## config.mk

```make
export PLATFORM = sky130hd
export DESIGN_NAME = stall_flush_unit
export DESIGN_NICKNAME = d
export VERILOG_FILES = /design/src/rtl/stall_flush_unit.sv
export SDC_FILE = /design/constraint.sdc
export NUM_CORES = 1
export LEC_CHECK = 0
export ABC_AREA = 1
export CORE_MARGIN = 2
export CORE_UTILIZATION = 50
export CTS_CLUSTER_SIZE = 25
export DETAILED_ROUTE_END_ITERATION = 16
export GPL_TIMING_DRIVEN = 0
export PLACE_DENSITY_LB_ADDON = 0.05
export RECOVER_POWER = 50
export SLEW_MARGIN = 20
export SYNTH_ARGS = -nofsm -noshare
export SYNTH_HDL_FRONTEND = slang
export SYNTH_SLANG_ARGS = --single-unit
```

## constraint.sdc

```tcl
create_clock -name clk -period 3 [get_ports clk]
set_input_delay 0.6 -clock clk [delete_from_list [all_inputs] [get_ports clk]]
set_output_delay 0.6 -clock clk [all_outputs]
set_load 0.005 [all_outputs]
```

## src/rtl/stall_flush_unit.sv

```systemverilog
// Stall/flush hazard unit: holds F/D or bubbles E when a needed result is not ready
// (load-use, long-latency scoreboard hit, or long-op capacity full), and flushes D/E on a taken branch.
module stall_flush_unit #(
  parameter int MAX_OUT = 4,
  parameter int PERF_W  = 16
) (
  input  logic              clk,
  input  logic              reset,
  input  logic [4:0]        RS1D,
  input  logic [4:0]        RS2D,
  input  logic [4:0]        RDD,
  input  logic              RegWriteD,
  input  logic              LongD,
  input  logic [4:0]        RDE,
  input  logic              RegWriteE,
  input  logic              LoadE,
  input  logic              IssueLongE,
  input  logic              LongDone,
  input  logic [4:0]        LongRd,
  input  logic              PCSrcE,
  output logic              StallF,
  output logic              StallD,
  output logic              FlushD,
  output logic              FlushE,
  output logic [31:0]       Pending,
  output logic [PERF_W-1:0] StallCnt,
  output logic              SbErr
);

  localparam int CW = $clog2(MAX_OUT + 1);
  localparam logic [CW-1:0] MAX_C = CW'(MAX_OUT);

  logic [31:0]       pending_q, pending_d;
  logic [CW-1:0]     count_q, count_d;
  logic [PERF_W-1:0] stall_cnt_q, stall_cnt_d;
  logic              sb_err_q, sb_err_d;

  logic lduse, sbhaz, fullhaz, stall;

  assign lduse = LoadE && RegWriteE && (RDE != 5'd0) && ((RDE == RS1D) || (RDE == RS2D));
  // Registered Pending only: a writeback this cycle still stalls; the regfile has it next cycle.
  assign sbhaz = ((RS1D != 5'd0) && pending_q[RS1D]) ||
                 ((RS2D != 5'd0) && pending_q[RS2D]) ||
                 (RegWriteD && (RDD != 5'd0) && pending_q[RDD]);
  assign fullhaz = LongD && (count_q == MAX_C);
  assign stall   = lduse || sbhaz || fullhaz;

  always_comb begin
    StallF = 1'b0;
    StallD = 1'b0;
    FlushD = 1'b0;
    FlushE = 1'b0;
    if (!reset) begin
      if (PCSrcE) begin
        FlushD = 1'b1;
        FlushE = 1'b1;
      end else begin
        StallF = stall;
        StallD = stall;
        FlushE = stall;
      end
    end
  end

  // Set beats clear on the same register: the newly issued op is the one in flight.
  assign pending_d[0] = 1'b0;
  for (genvar gi = 1; gi < 32; gi++) begin : g_pend
    always_comb begin
      pending_d[gi] = pending_q[gi];
      if (IssueLongE && (RDE == 5'(gi)))
        pending_d[gi] = 1'b1;
      else if (LongDone && (LongRd == 5'(gi)))
        pending_d[gi] = 1'b0;
    end
  end

  always_comb begin
    count_d  = count_q;
    sb_err_d = sb_err_q || (LongDone && (count_q == '0));
    if (IssueLongE && !LongDone) begin
      if (count_q != MAX_C)
        count_d = count_q + 1'b1;
    end else if (!IssueLongE && LongDone) begin
      if (count_q != '0)
        count_d = count_q - 1'b1;
    end
  end

  always_comb begin
    stall_cnt_d = stall_cnt_q;
    if (StallD && (stall_cnt_q != '1))
      stall_cnt_d = stall_cnt_q + 1'b1;
  end

  always_ff @(posedge clk or posedge reset) begin
    if (reset) begin
      pending_q   <= '0;
      count_q     <= '0;
      stall_cnt_q <= '0;
      sb_err_q    <= 1'b0;
    end else begin
      pending_q   <= pending_d;
      count_q     <= count_d;
      stall_cnt_q <= stall_cnt_d;
      sb_err_q    <= sb_err_d;
    end
  end

  assign Pending  = pending_q;
  assign StallCnt = stall_cnt_q;
  assign SbErr    = sb_err_q;

endmodule

```

Word-level counts from Yosys, hierarchy flattened
Index checks and enable logic that the tools add are counted.
Storage, ports and cells
  logic and storage cells: 308
  input bits: 34
  output and inout bits: 53
  bits in registers: 51
Operators by class
  reductions and logical operators: 122
  multiplexer cells: 78
  eq/ne operators: 68
  magnitude comparators: 3
  add/subtract/negate cells: 3
Operator list (count)
  $eq A5 B5 Y1 const B: 32
  $eq A5 B4 Y1 const B: 16
  $logic_and A1 B1 Y1: 74
  $mux W1: 71
  $reduce_bool A2 Y1: 33
  $eq A5 B3 Y1 const B: 8
  $eq A5 B2 Y1 const B: 4
  $reduce_bool A5 Y1: 4
  $lt A5 B6 Y1 const B: 3
  $add A16 B1 Y16 const B: 1
  $ne A16 B16 Y1 const B: 1
  $bmux W1 S5: 3
  $mux W3: 4
  $eq A5 B1 Y1 const B: 2
  $eq A5 B5 Y1: 2
  $logic_or A1 B1 Y1: 6
  $add A3 B1 Y3 const B: 1
  $eq A3 B3 Y1 const B: 1
  $logic_not A3 Y1: 1
  $ne A3 B3 Y1 const B: 1
  $reduce_and A3 Y1: 1
  $reduce_bool A3 Y1: 1
  $sub A3 B1 Y3 const B: 1
  $logic_not A1 Y1: 2
  $ne A2 B1 Y1 const B: 1

Depth between registers and ports, before layout
Gate-level depths: netlist (run 1).
  depth after elaboration: 10
  gate-level depth with buffers: 17
  mapped depth without buffers: 15

Least setup slack after synthesis (run 1)
Ideal clock, no wire load.
  path type: input port to output port
  from: input RS1D[0]
  to: output StallF
  data arrival time: 1.983 ns
  cell stages on the path: 16
  path slack: 0.417 ns
  path buffers: 4
  data required time: 2.400 ns
  path through: buf_6 inv_2 buf_6 nand2_1 nand3_1 nand2_1 nand2_1 nand3_1 nand3_1 nand2_1 nor2_2 nand3_4 buf_2 nand2_1 inv_1 buf_4
On the way
  word-level cells in the longest chain between the ends: 9
  elaborated cells on any way between the ends: 13
  classes of those cells: eq/ne (1); mux (4); reduce/logical (8)
Ends and longest elaborated chain
  start, declared: line 9  | input logic [4:0] RS1D,
  $bmux W1 S5: line 42  | assign sbhaz = ((RS1D != 5'd0) && pending_q[RS1D]) ||
  $mux W1 (implied by the code): line 42
  $logic_and A1 B1 Y1: line 42
  $logic_or A1 B1 Y1: line 42
  $logic_or A1 B1 Y1: line 43  | ((RS2D != 5'd0) && pending_q[RS2D]) ||
  $logic_or A1 B1 Y1 (*) (2 in series): line 46  | assign stall = lduse || sbhaz || fullhaz;
  $mux W1 (*) (2 in series)
  end, declared: line 21  | output logic StallF,
Mark *: on every way between the ends. The rest lies on a longest branch, timed or not. The select of a mux whose other input is x is not followed.

Final worst setup path (run 1)
  from: input RDE[1]
  to: output StallF
On the way
  word-level cells in the longest chain between the ends: 7
  elaborated cells on any way between the ends: 10
  classes of those cells: eq/ne (2); mux (2); reduce/logical (6)
Ends and longest elaborated chain
  start, declared: line 14  | input logic [4:0] RDE,
  $eq A5 B5 Y1 or $reduce_bool A5 Y1 (tied branches): line 40  | assign lduse = LoadE && RegWriteE && (RDE != 5'd0) && ((RDE == RS1D) || (RDE == RS2D));
  $logic_or A1 B1 Y1 or $logic_and A1 B1 Y1 (tied branches): line 40
  $logic_and A1 B1 Y1 (*): line 40
  $logic_or A1 B1 Y1 (*) (2 in series): line 46
  $mux W1 (*): line 54  | if (PCSrcE) begin
  $mux W1 (*): line 53  | if (!reset) begin
Mark *: on every way between the ends. The rest lies on a longest branch, timed or not.

==> flow_results.org, run 1 <==
** Status
- Run status :: finished clean

** Power and ir drop
- Maximum resistive drop on vdd :: 423 uV
- Leakage :: 2.59 nW
- The design draws 2.50 mW.
- Ratio of total power to cell area :: 483 nW/um^2

** Placement
- Post-placement cell count :: 825
- HPWL reported at the end of detailed placement :: 10.4 mm
- Placer congestion estimate :: 1.04
- During placement, the flow inserted port buffers numbering 80.

** Flow run
- Max-capacitance violation count :: 0

** Detailed routing
- The detailed router finished its first iteration with 348 violations.
- Remaining antenna violation count after routing :: 0
- For this run, the detailed router's first-pass iteration total came to 6.
- After detailed routing, the number of vias per cell comes to 5.48.
- The final layout contains routed wiring with a total length of 13.8 mm.
- Dividing the detail-routed wire length by the instance count gives 16.4 um.
- The final route contains 4613 vias.
- Residual DRC count :: 0

** Timing
- Transition time of the tightest slew-check pin :: 0.902 ns
- Headroom to the max-slew limit came out at 0.398.
- Setup Skew :: 0.0215 ns
- The number of slew-limit violations in the final report was 0.
- Setup Viol. Count Final :: 0
- Time the worst path needs with I/O delays and setup :: 2.93 ns
- Count of final hold-check violations :: 0
- On the final layout, the worst hold slack is 0.472 ns.
- For this run, the top clock speed supported by timing is 341 MHz.
- Final total negative setup slack :: 0 ns
- Share of the cycle needed by the critical path after routing :: 0.976

** Floorplan
- Core ar. :: 7730 um^2
- For this configuration, the core starts out at a cell density of 0.516.
- The die is 93.3 um wide.
- Number of core rows :: 32
- DIE AREA :: 8700 um^2
- In this run the count of I/O pins placed on the die edge is 87.
- Die height :: 93.3 um

** Final layout
- Area added between synthesis and finish :: 29.8%
- Number of filler instances in the final layout :: 708
- Of the cells placed in the final design, the portion with a size suffix greater than 1 is 0.112.
- The net count of the finished layout is 776.
- The number of antenna diodes in the final layout is 0.
- Final Instance Count excl. Fillers :: 842

** Setup path
- Biggest fanout along the worst timing path :: 5
- The critical path is of the input pin to primary output type.
- STA puts the critical path data arrival time at 2.33 ns.
- The worst setup path is captured at a primary output.
- Category of the worst setup path launch point :: input pin
- Data required time of the critical path :: 2.40 ns

** Synth
- In this run, synthesis produced a sequential element count of 51.
- Yosys printed 0 warnings.
- EDFF count, synth :: 0
- Area fraction of the dominant cell type after synthesis :: 0.320
- Yosys attributes the largest share of cell area to sky130_fd_sc_hd__dfrtp_1 (32%), sky130_fd_sc_hd__nand2_1 (25%), sky130_fd_sc_hd__nand3_1 (8.0%), sky130_fd_sc_hd__inv_1 (6.8%), sky130_fd_sc_hd__nor2_1 (4.6%).
- For this run, asynchronously set or reset flops after synthesis account for 1.00.
- Sequential share of the synthesized area :: 0.320
- Number of standard cells after synthesis :: 642
- Most frequent cells after synthesis :: sky130_fd_sc_hd__nand2_1 (266), sky130_fd_sc_hd__inv_1 (72), sky130_fd_sc_hd__nand3_1 (64), sky130_fd_sc_hd__dfrtp_1 (51), sky130_fd_sc_hd__nor2_1 (49)
- Average cell area after synthesis :: 6.21 um^2
- The biggest area contributor in the post-synthesis netlist is sky130_fd_sc_hd__dfrtp_1.
- Most used flip-flop cell after synthesis :: sky130_fd_sc_hd__dfrtp_1
- Leading cell type by number of instances after synthesis :: sky130_fd_sc_hd__nand2_1
- Syn nets :: 679
- After synthesis the cells add up to 3980 um^2.
- Counting distinct cell types in the post-synthesis netlist gives 32.

** Clock network
- After clock tree synthesis, the clock-pin slew on the worst setup and hold paths is 0.10 ns.
- In this run the number of H-tree levels came out at 2.
- Root buffer cell :: sky130_fd_sc_hd__clkbuf_8
- Buffers inserted during clock tree synthesis total 5.
- Clock tree from TritonCTS :: built
- The clock passes through at most 2 buffers.
- For the worst-skew pair, the clock arrives at the later sink with an insertion delay of 0.32 ns.
- Clock tree sinks :: 51

** Global route
- In the global route stage, overall resource usage came out at 0.318.
- First-pass GRT wire length :: 21.6 mm
- The number of antenna violations at the first check in global routing is 0.
- Maximum number of pins on one net before global-route repair :: 36
- The number of global-route vias before repair was 4253.
- Gr ovfl total :: 0

** Hold path
- The tightest min-delay check is of the register to register type.
## layout by cell type, fill, tap and decap left out, types with 4 or more instances in the layout
master / count
sky130_fd_sc_hd__a21oi_1: 6
sky130_fd_sc_hd__clkbuf_8: 5
sky130_fd_sc_hd__nand2_1: 261
sky130_fd_sc_hd__dfrtp_1: 49
sky130_fd_sc_hd__o21ai_0: 35
sky130_fd_sc_hd__xnor2_1: 8
sky130_fd_sc_hd__nor2_4: 4
sky130_fd_sc_hd__nand3_1: 60
sky130_fd_sc_hd__inv_1: 64
sky130_fd_sc_hd__nor3_1: 4
sky130_fd_sc_hd__buf_6: 11
sky130_fd_sc_hd__o211ai_1: 6
sky130_fd_sc_hd__xor2_1: 16
sky130_fd_sc_hd__clkbuf_2: 5
sky130_fd_sc_hd__nand2_2: 4
sky130_fd_sc_hd__clkbuf_1: 4
sky130_fd_sc_hd__dlygate4sd3_1: 6
sky130_fd_sc_hd__inv_2: 8
sky130_fd_sc_hd__nand4_1: 18
sky130_fd_sc_hd__clkdlybuf4s50_1: 57
sky130_fd_sc_hd__nand3_2: 5
sky130_fd_sc_hd__buf_2: 9
sky130_fd_sc_hd__buf_4: 11
sky130_fd_sc_hd__nor2_1: 44
sky130_fd_sc_hd__dlygate4sd2_1: 6
## layer usage
| metal | track usage | vias up | routed length, um |
|---|---|---|---|
| met4 | 0.0600 | 0 | 224 |
| met1 | 0.468 | 2123 | 5940 |
| met3 | 0.0564 | 20 | 1390 |
| met2 | 0.495 | 256 | 6290 |
| met5 | 0 | - | 0 |
| li1 | - | 2214 | - |
## area by class of cell
class,instances,area (um^2),share of cell area
repair inverters,1,5.00,0.000968
clock buffers,5,68.8,0.0133
repair buffers,90,838,0.162
clock inverters,3,26.3,0.00508
inverters,75,293,0.0566
plain buffers,22,171,0.0331
well taps,102,128,0.0247
flip-flops and latches,51,1280,0.247
multi-input cells,493,2360,0.457
## path summary, 6_finish.rpt
path | start | end | slack (ns) | cells after the start
max in group asynchronous | reset | Pending[6] | 0.66 | 3
min reg2reg | SbErr | SbErr | 0.47 | 1
min in group asynchronous | reset | StallCnt[6] | 0.93 | 2
min | SbErr | SbErr | 0.47 | 1
max reg2reg | StallCnt[0] | StallCnt[5] | 0.82 | 10
max | RDE[1] | StallF | 0.07 | 16
## critical path, stage by stage
cell and delay, ns:
sky130_fd_sc_hd__clkdlybuf4s15_2 0.25, sky130_fd_sc_hd__inv_2 0.08, sky130_fd_sc_hd__buf_4 0.13, sky130_fd_sc_hd__nand2_1 0.05, sky130_fd_sc_hd__a21oi_1 0.07, sky130_fd_sc_hd__nand3_1 0.08, sky130_fd_sc_hd__nand2_1 0.07, sky130_fd_sc_hd__nand2_2 0.08
sky130_fd_sc_hd__nand2_2 0.07, sky130_fd_sc_hd__nor2_4 0.12, sky130_fd_sc_hd__nand3_4 0.10, sky130_fd_sc_hd__buf_6 0.14, sky130_fd_sc_hd__nand2_1 0.06, sky130_fd_sc_hd__inv_1 0.05, sky130_fd_sc_hd__buf_4 0.12, sky130_fd_sc_hd__dlygate4sd2_1 0.27
## state kept, by name, indices dropped and copies added, names as in the netlist
name	cells
StallCnt	16
SbErr	1
count_q	3
Pending	31
## per-stage QoR
step,instance area [um^2],setup WS [ns],util
after global placement,4910,-0.868,0.636
after global routing,5170,-0.0191,0.669
after CTS,5130,-0.00527,0.664
after floorplan,3980,0.417,-
after detailed placement,4930,-0.923,0.638
final,5170,0.0706,0.669
## cell families after synthesis
family | count (synthesis) | synth area share
and+or+nand+nor | 413 | 0.436
adders and majority gates | 3 | 0.0113
other | 1 | 0.000941
buffers and inverters | 98 | 0.107
AOI/OAI and AO/OA | 52 | 0.0710
DFF | 51 | 0.320
xor gates and xnor gates | 24 | 0.0528
## power by group
group	internal, mW	switching (mW)
Clock	0.172	0.256
Combinational	0.485	0.548
Sequential	0.831	0.207
## repair_timing
action / in CTS / in global routing
gates resized for setup: 63 / 30
setup endpoints to repair: 3 / 3
buffers inserted: 4 / 3
pin swaps: 3 / 4
cloned: 1 / 2
hold buffers: 0 / 0
Power figures use the tool's default switching activity.
==> run 2, diff against run 1 <==
SKIP_CTS_REPAIR_TIMING = 1   (was not set)
==> flow_results.org, run 2 (synthesis results as in run 1) <==
** Final layout
- Number of flip-flops in the largest register :: 31
- Leaving out fill and tap cells, the most frequent cells in the layout are sky130_fd_sc_hd__nand2_1 (262), sky130_fd_sc_hd__inv_1 (67), sky130_fd_sc_hd__nand3_1 (63).
- Post-route cell area :: 5180 um^2
- Diodes inserted :: 0
- For this run, the post-layout net count is 780.
- Final Util :: 0.671
- Ratio of cells with drive above 1 in the final layout :: 0.103
- Relative to the synthesized area, the layout overhead comes to 30.2%.
- The library cell used most frequently in the layout, excluding fill and tap cells, is sky130_fd_sc_hd__nand2_1.

** Detailed routing
- Remaining antenna violation count after routing :: 0
- Residual DRC count :: 0
- In the final routed layout, each cell accounts on average for 16.3 um.
- For this block, the routed nets add up to 13.8 mm of wire.
- Via Count :: 4668
- Dividing the detail-routed via count by the number of cells gives 5.52.
- The detailed router finished its first iteration with 317 violations.
- Total iterations of the first detailed-routing run :: 5

** Global route
- Number of antenna violations at the first check in global routing :: 0
- The first global-routing pass estimated 21.3 mm of wire.
- Gr ovfl total :: 0
- All-layer global routing usage :: 0.313
- The number of global-route vias before repair was 4211.
- Entering global routing, the biggest net connects 36 pins.

** Clock network
- No sink is reached through more buffers than the 2 on the longest clock path.
- The later pin in the worst-skew pair is clocked with a latency of 0.31 ns.
- Number of buffers created by CTS :: 5
- # H-tree levels :: 2
- CTS saw 51 sinks.
- The cell sitting at the root of the clock tree is a sky130_fd_sc_hd__clkbuf_8.
- Register clock-pin slew on the reported worst setup and hold paths :: 0.10 ns
- TritonCTS built the clock tree.

** Timing
- Smallest hold slack :: 0.476 ns
- Setup Viol. Count Final :: 0
- Rel. slew slack :: 0.419
- Highest achievable clock rate :: 342 MHz
- Number of max-slew violations in the final report :: 0
- The hold violation count in the final report is 0.
- For the final routed database, the setup TNS stands at 0 ns.
- Setup Skew :: 0.0215 ns
- The worst path needs 2.92 ns of the cycle, external delays included.
- Transition time of the tightest slew-check pin :: 0.871 ns
- Share of the cycle needed by the critical path after routing :: 0.974

** Floorplan
- Top Ports :: 87
- Core ar. :: 7730 um^2
- Die height :: 93.3 um
- Number of core rows :: 32
- Die X :: 93.3 um
- The initial utilization of the core area, before any placement, comes to 0.516.
- The floorplan step defined a die boundary enclosing 8700 um^2.

** Placement
- PortBufs :: 80
- The placed instances occupy a cell area of 4930 um^2.
- Placer congestion estimate :: 1.04
- HPWL reported at the end of detailed placement :: 10.4 mm

** Setup path
- Crit Path Class :: input pin to primary output
- Master of the slowest instance on the critical path :: sky130_fd_sc_hd__or2_4
- At the worst endpoint, the required time is 2.40 ns.
- Traced cell by cell, the critical path runs through buf_2 -> or2_4 -> nor2_4 -> nand2_1 -> nand3_1 -> inv_1 -> nand2_1 -> nand2_2 -> nor2_4 -> nand3_4 -> buf_4 -> buf_4 -> nor2_2 -> nor2_1 -> dlymetal6s2s_1.
- In this design, the largest share of critical-path delay is due to simple AND/OR/NAND/NOR gates.
- Slowest Stage Delay on Critical Path :: 0.28 ns
- Kind of end point of the critical path :: primary output
- The worst setup path is launched from an input pin.
- Count of buffering cells on the critical path with inverters included :: 5
- Crit path DAT :: 2.32 ns
- In this run the worst path has a maximum fanout of 6.

** Flow run
- Max-capacitance violation count :: 0

** Power and ir drop
- VDD sags by at most 426 uV.
- For this design the ratio of total power to cell area is 482 nW/um^2.
- Leakage :: 2.68 nW

** Status
- The flow ran to the end, and the final reports show no timing, DRC or antenna violations.

** Hold path
- The min-delay analysis places its worst path in the category register to register.
## run 2: cell types whose count changed in the layout (fill, tap and decap cells not counted), sizes merged
cell,delta
clkinvlp,-1
dlygate4sd3,+1
dlymetal6s2s,+8
clkdlybuf4s15,-2
clkbuf,+5
dlygate4sd2,-6
clkdlybuf4s50,-1
## run 2: layout make-up
type                    count  area, um^2
multi-input cells         493        2340
plain buffers              23         176
clock inverters             3        26.3
clock buffers               5        68.8
flip-flops and latches     51        1280
inverters                  75         290
well taps                 102         128
repair buffers             94         881
fillers                   705        2540
## run 2: final timing paths
path	from	to	slack (ns)	cells past startpoint
worst max-delay path	RDE[3]	FlushE	0.08	15
worst min-delay path	SbErr	SbErr	0.48	1
worst max register to register	StallCnt[0]	StallCnt[5]	0.83	10
worst min register to register	SbErr	SbErr	0.48	1
max in group asynchronous	reset	Pending[22]	0.75	3
min in group asynchronous	reset	StallCnt[6]	0.94	2
## run 2: per-stage QoR
stage	total power, mW	std cells	setup slack [ns]
global placement	2.00	824	-0.868
finish	2.50	846	0.0774
global route	2.67	846	-0.0233
CTS	2.45	833	-0.935
detailed placement	2.02	825	-0.923
floorplan	1.49	642	0.417
## run 2: layer usage
metal  wire length, um  GRT usage  part of all wire  vias up
met5                 0          0                 0        -
met4               363     0.0686             0.026        0
met3              1200     0.0451             0.087       27
met2              6230      0.483              0.45      239
met1              6020      0.467              0.44     2179
li1                  -          -                 -     2223
## run 2: where the power goes
| part | internal (mW) | switching, mW |
|---|---|---|
| Clock | 0.172 | 0.256 |
| Combinational | 0.494 | 0.543 |
| Sequential | 0.829 | 0.206 |
| Total | 1.50 | 1.00 |
